--- config.mk ---
export PLATFORM = sky130hd
export DESIGN_NAME = m_axil_mcl_adapter
export DESIGN_NICKNAME = d
export VERILOG_FILES = /design/src/rtl/bsg_axil_mcl_pkg.sv /design/src/rtl/m_axil_mcl_adapter.sv
export SDC_FILE = /design/constraint.sdc
export NUM_CORES = 1
export LEC_CHECK = 0
export CAP_MARGIN = 25
export CORE_AREA = 2 2 159 161
export DETAILED_ROUTE_END_ITERATION = 10
export DIE_AREA = 0 0 161 163
export GPL_TIMING_DRIVEN = 1
export HOLD_SLACK_MARGIN = 0.03
export PLACE_DENSITY = 0.66
export SYNTH_ARGS = -nofsm -noshare
export SYNTH_HDL_FRONTEND = slang
export SYNTH_SLANG_ARGS = --single-unit
--- constraint.sdc ---
create_clock -name clk_i -period 8.5 [get_ports clk_i]
set_input_delay 2.55 -clock clk_i [delete_from_list [all_inputs] [get_ports clk_i]]
set_output_delay 2.55 -clock clk_i [all_outputs]
set_load 0.05 [all_outputs]
--- src/rtl/bsg_axil_mcl_pkg.sv ---
// bsg_axil_mcl_pkg: MCL packet layout shared by both ends of the AXI-Lite MCL link
// Request pkt (LSB first): wdata[31:0], addr[63:32], wstrb[67:64], is_write[68].
// Response pkt (LSB first): rdata[31:0], resp[33:32], is_write[34]; wider fifo bits are zero.
package bsg_axil_mcl_pkg;
  localparam int mcl_min_width_lp = 69;
  localparam logic [1:0] axil_resp_okay = 2'b00;
  localparam logic [1:0] axil_resp_slverr = 2'b10;
  typedef struct packed {
    logic        is_write;
    logic [3:0]  wstrb;
    logic [31:0] addr;
    logic [31:0] wdata;
  } mcl_req_s;
  typedef struct packed {
    logic        is_write;
    logic [1:0]  resp;
    logic [31:0] rdata;
  } mcl_rsp_s;
  typedef enum logic [2:0] {s_idle, s_wr, s_bwait, s_rd, s_rwait, s_rsp} state_e;
  function automatic mcl_rsp_s mk_rsp(input logic is_write, input logic [1:0] resp, input logic [31:0] rdata);
    return '{is_write: is_write, resp: resp, rdata: rdata};
  endfunction
endpackage

--- src/rtl/m_axil_mcl_adapter.sv ---
// m_axil_mcl_adapter: pops MCL request packets, runs one AXI-Lite transaction each, pushes responses
// Ports: clk_i, reset_i (async, active-high); mcl_v_i/mcl_data_i/mcl_yumi_o request side;
//   mcl_v_o/mcl_data_o/mcl_ready_i response side; m_axil_mcl_{aw,w,b,ar,r}* AXI-Lite master.
module m_axil_mcl_adapter
  import bsg_axil_mcl_pkg::*;
#(
  parameter int fifo_width_p = 128,
  parameter bit write_rsp_p  = 1'b1
) (
  input  logic                    clk_i,
  input  logic                    reset_i,
  input  logic                    mcl_v_i,
  input  logic [fifo_width_p-1:0] mcl_data_i,
  output logic                    mcl_yumi_o,
  output logic                    mcl_v_o,
  output logic [fifo_width_p-1:0] mcl_data_o,
  input  logic                    mcl_ready_i,
  output logic [31:0]             m_axil_mcl_awaddr,
  output logic                    m_axil_mcl_awvalid,
  input  logic                    m_axil_mcl_awready,
  output logic [31:0]             m_axil_mcl_wdata,
  output logic [3:0]              m_axil_mcl_wstrb,
  output logic                    m_axil_mcl_wvalid,
  input  logic                    m_axil_mcl_wready,
  input  logic [1:0]              m_axil_mcl_bresp,
  input  logic                    m_axil_mcl_bvalid,
  output logic                    m_axil_mcl_bready,
  output logic [31:0]             m_axil_mcl_araddr,
  output logic                    m_axil_mcl_arvalid,
  input  logic                    m_axil_mcl_arready,
  input  logic [31:0]             m_axil_mcl_rdata,
  input  logic [1:0]              m_axil_mcl_rresp,
  input  logic                    m_axil_mcl_rvalid,
  output logic                    m_axil_mcl_rready
);
  if (fifo_width_p < mcl_min_width_lp) begin : g_width_chk
    $error("fifo_width_p must be at least %0d", mcl_min_width_lp);
  end
  if (fifo_width_p > mcl_min_width_lp) begin : g_hi
    logic unused_hi;
    assign unused_hi = ^mcl_data_i[fifo_width_p-1:mcl_min_width_lp];
  end
  state_e      state;
  mcl_req_s    req_n;
  logic [31:0] addr_r;
  logic        aw_done, w_done;
  assign req_n = mcl_data_i[mcl_min_width_lp-1:0];
  assign mcl_yumi_o = (state == s_idle) & mcl_v_i;
  assign m_axil_mcl_awaddr = addr_r;
  assign m_axil_mcl_araddr = addr_r;
  // A channel's valid dropping is its "sent" flag; done also covers the handshake happening now.
  assign aw_done = ~m_axil_mcl_awvalid | m_axil_mcl_awready;
  assign w_done  = ~m_axil_mcl_wvalid | m_axil_mcl_wready;
  always_ff @(posedge clk_i or posedge reset_i)
    if (reset_i) begin
      state              <= s_idle;
      addr_r             <= '0;
      m_axil_mcl_wdata   <= '0;
      m_axil_mcl_wstrb   <= '0;
      m_axil_mcl_awvalid <= 1'b0;
      m_axil_mcl_wvalid  <= 1'b0;
      m_axil_mcl_bready  <= 1'b0;
      m_axil_mcl_arvalid <= 1'b0;
      m_axil_mcl_rready  <= 1'b0;
      mcl_v_o            <= 1'b0;
      mcl_data_o         <= '0;
    end else
      case (state)
        s_idle: if (mcl_v_i) begin
          addr_r           <= req_n.addr;
          m_axil_mcl_wdata <= req_n.wdata;
          m_axil_mcl_wstrb <= req_n.wstrb;
          // Misaligned addresses never reach the bus; they are answered locally with SLVERR.
          if (req_n.addr[1:0] != 2'b00) begin
            state      <= s_rsp;
            mcl_v_o    <= 1'b1;
            mcl_data_o <= fifo_width_p'(mk_rsp(req_n.is_write, axil_resp_slverr, 32'h0));
          end else if (req_n.is_write) begin
            state              <= s_wr;
            m_axil_mcl_awvalid <= 1'b1;
            m_axil_mcl_wvalid  <= 1'b1;
          end else begin
            state              <= s_rd;
            m_axil_mcl_arvalid <= 1'b1;
          end
        end
        s_wr: begin
          if (m_axil_mcl_awready) m_axil_mcl_awvalid <= 1'b0;
          if (m_axil_mcl_wready) m_axil_mcl_wvalid <= 1'b0;
          if (aw_done & w_done) begin
            state             <= s_bwait;
            m_axil_mcl_bready <= 1'b1;
          end
        end
        s_bwait: if (m_axil_mcl_bvalid) begin
          m_axil_mcl_bready <= 1'b0;
          state             <= write_rsp_p ? s_rsp : s_idle;
          mcl_v_o           <= write_rsp_p;
          mcl_data_o        <= fifo_width_p'(mk_rsp(1'b1, m_axil_mcl_bresp, 32'h0));
        end
        s_rd: if (m_axil_mcl_arready) begin
          m_axil_mcl_arvalid <= 1'b0;
          m_axil_mcl_rready  <= 1'b1;
          state              <= s_rwait;
        end
        s_rwait: if (m_axil_mcl_rvalid) begin
          m_axil_mcl_rready <= 1'b0;
          mcl_v_o           <= 1'b1;
          mcl_data_o        <= fifo_width_p'(mk_rsp(1'b0, m_axil_mcl_rresp, m_axil_mcl_rdata));
          state             <= s_rsp;
        end
        s_rsp: if (mcl_ready_i) begin
          mcl_v_o <= 1'b0;
          state   <= s_idle;
        end
        default: state <= s_idle;
      endcase
endmodule

# --- Word level (Yosys, flattened, before mapping) ---
# Index checks and enable logic that the tools add are counted.
classes:
  n_eq_ne: 17
  mux: 38
  bitwise_logic: 6
  reduce_logical: 17
op_table:
  columns: ["op", "count"]
  rows:
  - ["$mux W128", 4]
  - ["$pmux W128 S3", 1]
  - ["$ne A2 B2 Y1 const B", 11]
  - ["$mux W3", 7]
  - ["$reduce_and A5 Y1", 4]
  - ["$mux W1", 18]
  - ["$pmux W3 S6", 1]
  - ["$reduce_and A6 Y1", 2]
  - ["$pmux W1 S2", 5]
  - ["$reduce_bool A2 Y1", 5]
  - ["$eq A3 B2 Y1 const B", 2]
  - ["$eq A3 B3 Y1 const B", 2]
  - ["$reduce_and A3 Y1", 2]
  - ["$pmux W1 S4", 1]
  - ["$reduce_bool A4 Y1", 1]
  - ["$eq A3 B1 Y1 const B", 1]
  - ["$logic_not A3 Y1", 1]
  - ["$reduce_bool A3 Y1", 1]
  - ["$and A1 B1 Y1", 2]
  - ["$mux W2", 1]
  - ["$ne A2 B1 Y1 const B", 1]
  - ["$not A1 Y1", 2]
  - ["$or A1 B1 Y1", 2]
  - ["$reduce_and A2 Y1", 1]
word_totals:
  reg_bits: 205
  inputBits: 173
  output_inout_bits: 235
  wordCells: 89

# --- Depth between registers and ports, before layout ---
# Gate-level depths: netlist of run 1.
logic_depth:
  word_depth: 5
  depth_mapped: 7
  ltp_nobuf: 4

# --- Worst setup path after synthesis of run 1 ---
# Ideal clock, no wire load.
synth_path:
  kind: "input -> output"
  from: "input mcl_v_i"
  to: "output mcl_yumi_o"
  arrival_time_ns: 3.066
  required_time_ns: 5.950
  slack_ns: 2.884
  cell_stages: 3
  path_buffers: 1
  cell_sequence: "nand2b_1 -> nor2_8 -> buf_6"
synth_between:
  elab_chain_len: 1
synth_lines:
  columns: ["element", "line", "rtl"]
  rows:
  - ["start, declared", "m_axil_mcl_adapter.sv:12", "input logic mcl_v_i,"]
  - ["$and A1 B1 Y1", "m_axil_mcl_adapter.sv:48", "assign mcl_yumi_o = (state == s_idle) & mcl_v_i;"]
  - ["end, declared", "m_axil_mcl_adapter.sv:14", "output logic mcl_yumi_o,"]
# Every way passes these cells.

# --- Worst setup path in the final report of run 1 ---
# Same ends and word-level chain as after synthesis.

==> results of run 1 <==
synthesized netlist by cell type (all sizes together):
| cell type | number | share of area, % |
|---|---|---|
| a21boi | 1 | 0.13 |
| a21oi | 10 | 0.88 |
| a221o | 1 | 0.18 |
| a22o | 1 | 0.15 |
| a22oi | 1 | 0.13 |
| a2bb2oi | 1 | 0.15 |
| and3 | 2 | 0.22 |
| and4 | 1 | 0.15 |
| buf | 144 | 20 |
| conb | 1 | 0.066 |
| dfrtp | 112 | 49 |
| inv | 41 | 2.7 |
| mux2 | 71 | 14 |
| mux2i | 33 | 5.8 |
| nand2 | 39 | 2.6 |
| nand2b | 2 | 0.22 |
| nand3b | 1 | 0.35 |
| nor2 | 14 | 1.3 |
| nor2b | 1 | 0.24 |
| nor3 | 2 | 0.18 |
| nor4bb | 1 | 0.18 |
| o211ai | 3 | 0.40 |
| o21ai | 6 | 0.53 |
| o2bb2ai | 1 | 0.15 |
| o31ai | 1 | 0.13 |
| o32a | 1 | 0.18 |
| or2 | 1 | 0.11 |
kinds of logic (layout without fill, tap and decap cells):
family          after synthesis  after routing  synth area share [%]
simple gates                 64             64                 5.467
buf+inv                     185            316                 22.46
compound gates               27             27                 3.008
mux                         104            104                 19.82
flops                       112            112                 49.18
other cells                   1             93               0.06580
path summary, 6_finish.rpt:
| kind | from | endpoint | slack (ps) | cells after the start |
|---|---|---|---|---|
| min | m_axil_mcl_wdata[3] | m_axil_mcl_wdata[3] | 490 | 1 |
| min reg2reg | m_axil_mcl_wdata[3] | m_axil_mcl_wdata[3] | 490 | 1 |
| max in group asynchronous | reset_i | mcl_data_o[12] | 4520 | 3 |
| min in group asynchronous | reset_i | m_axil_mcl_wdata[20] | 2610 | 2 |
| max reg2reg | state[2] | m_axil_mcl_araddr[16] | 6070 | 4 |
| max | mcl_v_i | mcl_yumi_o | 1730 | 4 |
through the flow:
stage	cells	total power, mW
6_report	1046	4.020
5_1_grt	1046	4.217
4_1_cts	1046	4.082
3_5_place_dp	1030	3.612
3_3_place_gp	1030	3.585
2_1_floorplan	585	2.923
final cells by class:
cell class / count / area [sq um]
Sequential cell: 112 / 2803
Inverter: 41 / 156.4
Timing Repair Buffer: 259 / 2582
Clock buffer: 10 / 239.0
Tap cell: 330 / 412.9
Multi-Input combinational cell: 288 / 1962
Clock inverter: 6 / 72.57
Fill cell: 2508 / 16450
registers in the layout, indices dropped and copies added, names as in the netlist, 3 cells and up:
name,count
state,3
m_axil_mcl_wstrb,4
m_axil_mcl_araddr,32
mcl_data_o,35
m_axil_mcl_wdata,32
power breakdown:
group	switching [mW]	internal, mW
clock	0.211	0.242
sequential	0.181	0.796
combinational	1.71	0.881
layer usage:
metal / up-vias / share of wire [%]
li1: 1817 / -
met1: 1857 / 39
met2: 188 / 52
met3: 9 / 7.4
met4: 0 / 1.4
met5: - / 0
==> impl_metrics.json, run 1 <==
{
  "outcome": "complete, no violations",
  "layout_commonest_cell": "sky130_fd_sc_hd__clkdlybuf4s50_1",
  "antenna_found_initial": 0,
  "globalRoute.busiestLayer": "met2",
  "globalRouteMet1Util_pct": 11.64,
  "cpLargestDelayFamily": "buffers and inverters",
  "initial_utilization_pct": 23.10,
  "critical_path.endpoint_type": "primary output",
  "cts.reportedPaths.clkPinSlew_ps": 90,
  "first_global_vias": 3635,
  "worst_pin_slew_ps": 923.3,
  "detailedRoute.firstPassIterationCount": 4,
  "cts_max_level": 3,
  "use_met3_pct": 2.572,
  "wire_per_inst_um": 13.06,
  "crit_arrival_ps": 4220,
  "floorplan.die.height_um": 163,
  "clock_tree.root_cell": "sky130_fd_sc_hd__clkbuf_16",
  "gr-total-overflow": 0,
  "max-slew-margin-rel_pct": 38.45,
  "report.final.hold_viol_count": 0,
  "placement.setup.worst_slack_ps": 1704,
  "post_layout_worst_setup_margin_ps": 1727,
  "crit_path_start_kind": "input port",
  "p_per_area_nw_per_um2": 488.6,
  "pin_count": 408,
  "port_buffers": 255,
  "path_cells": "clkdlybuf4s50_1, nand2b_1, nor2_8, clkdlybuf4s50_1",
  "power.leakage_nw": 3.645,
  "layout.nets": 884,
  "numClockSinks": 112,
  "layout-area-overhead-vs-synth_pct": 44.37,
  "cts_hold_repair.buffers": 0,
  "cts_tree": "yes",
  "finalHoldWorstSlack_ps": 489.2,
  "cap_viol_max_count": 0,
  "ant_nets": 0,
  "grtUsageMet2_pct": 18.28,
  "n_antenna_cell": 0,
  "finClkSkew_ps": 10.71,
  "worst_ir_drop_vdd_mv": 0.2165,
  "post_layout_util_pct": 33.35,
  "synthesis.instances": 493,
  "grt_util_all_layers_pct": 10.10,
  "grt_first_pass_wirelength_um": 20560,
  "drv_slew": 0,
  "avgSynthCellArea_sq_um": 11.56,
  "cpMostUsedCell": "sky130_fd_sc_hd__clkdlybuf4s50_1",
  "post_detailed_route_drc_marker_count": 0,
  "rsz0062_at_grt": "false",
  "worstHoldPathType": "flip-flop to flip-flop",
  "final_layout_size_suffix_gt1_share_pct": 11.73,
  "drt-initial-drc-count": 131,
  "ys_seq_elements": 112,
  "cp_data_required_time_ps": 5950,
  "grt_start_max_net_pins": 70,
  "via_count_normalized_by_instance_count": 3.701,
  "clock_insertion_delay_worst_skew_ps": 350,
  "postPlaceCellArea_sq_um": 7916,
  "setup_violation_total_in_the_final_timing_report": 0,
  "timing.setup.tns_ps": 0,
  "die_w_um": 161,
  "cts_inserted_buffers": 9,
  "timing.final.crit_period_ps": 6773,
  "core_region_area_sq_um": 24670,
  "rows": 58,
  "crit_path_max_incr_delay_ps": 830,
  "final_area_sq_um": 8228,
  "detailedPlacementHpwl_um": 10400,
  "wirelength_um": 13660,
  "worst-path-max-fanout": 4,
  "cts_resized": 0,
  "routed-via-count": 3871,
  "cp_slowest_cell": "sky130_fd_sc_hd__clkdlybuf4s50_1",
  "ys_warn_count": 0,
  "postCtsSetupBuffers": 0,
  "layout_worst_path_cycle_share_pct": 79.68,
  "max_freq_mhz": 147.7,
  "synth_sequential_area_ratio_pct": 49.18,
  "crit_buf_inv": 2,
  "die_area_sq_um": 26240,
  "final_cell_mix": "sky130_fd_sc_hd__clkdlybuf4s50_1 (255), sky130_fd_sc_hd__dfrtp_1 (112), sky130_fd_sc_hd__conb_1 (93)",
  "cp_class": "input port to primary output",
  "yosysUniqueCellTypes": 33,
  "cts.path.max_buffers": 2,
  "synth.cell_area_sq_um": 5699,
  "routabilityCongestion": 0.7219
}
Note: power is estimated with default switching activity, not from simulation.
==> inputs of run 2 (changes only) <==
--- a/config.mk
+++ b/config.mk
@@ -6,12 +6,12 @@
 export NUM_CORES = 1
 export LEC_CHECK = 0
 export CAP_MARGIN = 25
-export CORE_AREA = 2 2 159 161
+export CORE_AREA = 2 2 158 160
 export DETAILED_ROUTE_END_ITERATION = 10
-export DIE_AREA = 0 0 161 163
+export DIE_AREA = 0 0 160 162
 export GPL_TIMING_DRIVEN = 1
 export HOLD_SLACK_MARGIN = 0.03
-export PLACE_DENSITY = 0.66
+export PLACE_DENSITY = 0.69
 export SYNTH_ARGS = -nofsm -noshare
 export SYNTH_HDL_FRONTEND = slang
 export SYNTH_SLANG_ARGS = --single-unit
==> constraint.sdc (replaced) <==
create_clock -name clk_i -period 6 [get_ports clk_i]
set_input_delay 1.8 -clock clk_i [delete_from_list [all_inputs] [get_ports clk_i]]
set_output_delay 1.8 -clock clk_i [all_outputs]
set_load 0.05 [all_outputs]
==> run 2 against run 1 <==
Against the previous run:
- via count grew 1.6%
- global-route usage grew 0.19 points
- die area shrank 1.2%
- critical endpoint unchanged
- combinational power grew 42%
- count of clock-buffer cells in the layout grew 1
==> impl_metrics.json, run 2 (synthesis gave the netlist of run 1 again) <==
{
  "outcome": "complete, no violations",
  "clock_insertion_delay_worst_skew_ps": 350,
  "die_area_sq_um": 25920,
  "rows": 57,
  "power.leakage_nw": 3.646,
  "grt_start_max_net_pins": 70,
  "layout-area-overhead-vs-synth_pct": 44.35,
  "grt_util_all_layers_pct": 10.29,
  "cts_resized": 0,
  "cp_class": "input port to primary output",
  "die_w_um": 160,
  "clock_tree.root_cell": "sky130_fd_sc_hd__clkbuf_16",
  "crit_arrival_ps": 2820,
  "cts_inserted_buffers": 9,
  "worst_r2r_endpoint": "m_axil_mcl_araddr[21]",
  "timing.hold.worst_endpoint": "m_axil_mcl_wdata[16]",
  "wire_per_inst_um": 13.23,
  "critical_r2r_launch": "state[2]",
  "largest_register": "mcl_data_o",
  "gr-total-overflow": 0,
  "via_count_normalized_by_instance_count": 3.779,
  "cts.path.max_buffers": 2,
  "worst_pin_slew_ps": 931.1,
  "ant_nets": 0,
  "floorplan.die.height_um": 162,
  "rsz0062_at_grt": "false",
  "worst_ir_drop_vdd_mv": 0.2899,
  "cts_max_level": 3,
  "routabilityCongestion": 0.7266,
  "wirelength_um": 13770,
  "layout.nets": 885,
  "drt-initial-drc-count": 149,
  "nFillCells": 2459,
  "port_buffers": 255,
  "grt_first_pass_wirelength_um": 21010,
  "worstRegToRegCells": 4,
  "timing.final.crit_period_ps": 4619,
  "cts.reportedPaths.clkPinSlew_ps": 70,
  "timing.setup.tns_ps": 0,
  "cap_viol_max_count": 0,
  "hold_path_startpoint": "m_axil_mcl_wdata[16]",
  "place.detailed.instances": 1025,
  "crit_path_start_kind": "input port",
  "final_cell_mix": "sky130_fd_sc_hd__clkdlybuf4s50_1 (254), sky130_fd_sc_hd__dfrtp_1 (112), sky130_fd_sc_hd__conb_1 (93)",
  "detailedPlacementHpwl_um": 10360,
  "first_global_vias": 3761,
  "detailedRoute.firstPassIterationCount": 4,
  "cp_data_required_time_ps": 4200,
  "post_detailed_route_drc_marker_count": 0,
  "critical_path.endpoint_type": "primary output",
  "worstHoldPathType": "flip-flop to flip-flop",
  "hold_path_depth": 1,
  "startpoint": "mcl_v_i",
  "layout_worst_path_cycle_share_pct": 76.98,
  "layout_commonest_cell": "sky130_fd_sc_hd__clkdlybuf4s50_1",
  "cts_tree": "yes",
  "numClockSinks": 112,
  "postCtsSetupBuffers": 0,
  "setup_violation_total_in_the_final_timing_report": 0,
  "initial_utilization_pct": 23.64,
  "final_cells": 1041,
  "n_antenna_cell": 0,
  "max_freq_mhz": 216.5,
  "cts_hold_repair.buffers": 0,
  "worst-path-max-fanout": 4,
  "pin_count": 408,
  "max_reg_flops": 35,
  "p_per_area_nw_per_um2": 689.2,
  "max-slew-margin-rel_pct": 37.93,
  "core_region_area_sq_um": 24110,
  "drv_slew": 0,
  "worst-r2r-setup-slack_ps": 3560,
  "final_layout_size_suffix_gt1_share_pct": 11.99,
  "antenna_found_initial": 0,
  "finClkSkew_ps": 9.433,
  "routed-via-count": 3934,
  "report.final.hold_viol_count": 0
}
run 2: critical path, cell delays in order:
cell	delay (ps)
sky130_fd_sc_hd__clkdlybuf4s50_1	560
sky130_fd_sc_hd__nand2b_1	180
sky130_fd_sc_hd__nor2_8	130
sky130_fd_sc_hd__buf_12	140
run 2: layer usage:
layer  track usage (%)  vias to the layer above  share of wire [%]
met2             18.93                      196                 53
met4             3.317                        0                1.3
met5                 0                        -                  0
met3             3.243                        7                8.7
met1             11.28                     1915                 37
li1                  -                     1816                  -
run 2: how the worst max path moves through the flow:
stage,to,depth (start not counted)
after global routing,mcl_yumi_o,4
final,mcl_yumi_o,4
after detailed placement,mcl_yumi_o,4
after CTS,mcl_yumi_o,4
after floorplan,m_axil_mcl_araddr[0],1
after global placement,mcl_yumi_o,4
run 2: where the power goes:
group | internal (mW) | switching, mW
registers | 1.13 | 0.255
logic | 1.25 | 2.42
clock network | 0.314 | 0.300
total | 2.69 | 2.98
run 2: layout make-up:
cell class | instances | area [sq um] | area share (%)
flip-flops and latches | 112 | 2803 | 34.07
well taps | 324 | 405.4 | 4.928
repair buffers | 260 | 2600 | 31.60
clock buffers | 11 | 252.7 | 3.072
clock inverters | 5 | 47.55 | 0.5779
multi-input cells | 288 | 1962 | 23.85
inverters | 41 | 156.4 | 1.901
run 2: stage by stage:
stage / util [%] / setup slack [ps] / power, mW / cell area [sq um] / hold slack, ps
floorplan: - / 1241 / 4.141 / 6045 / 657.2
global placement: 32.88 / 1383 / 5.073 / 7926 / 469.6
detailed placement: 32.88 / 1369 / 5.115 / 7926 / 475.1
CTS: 34.13 / 1369 / 5.755 / 8227 / 493.1
global route: 34.13 / 1324 / 5.945 / 8227 / 510.0
finish: 34.13 / 1381 / 5.670 / 8227 / 484.2
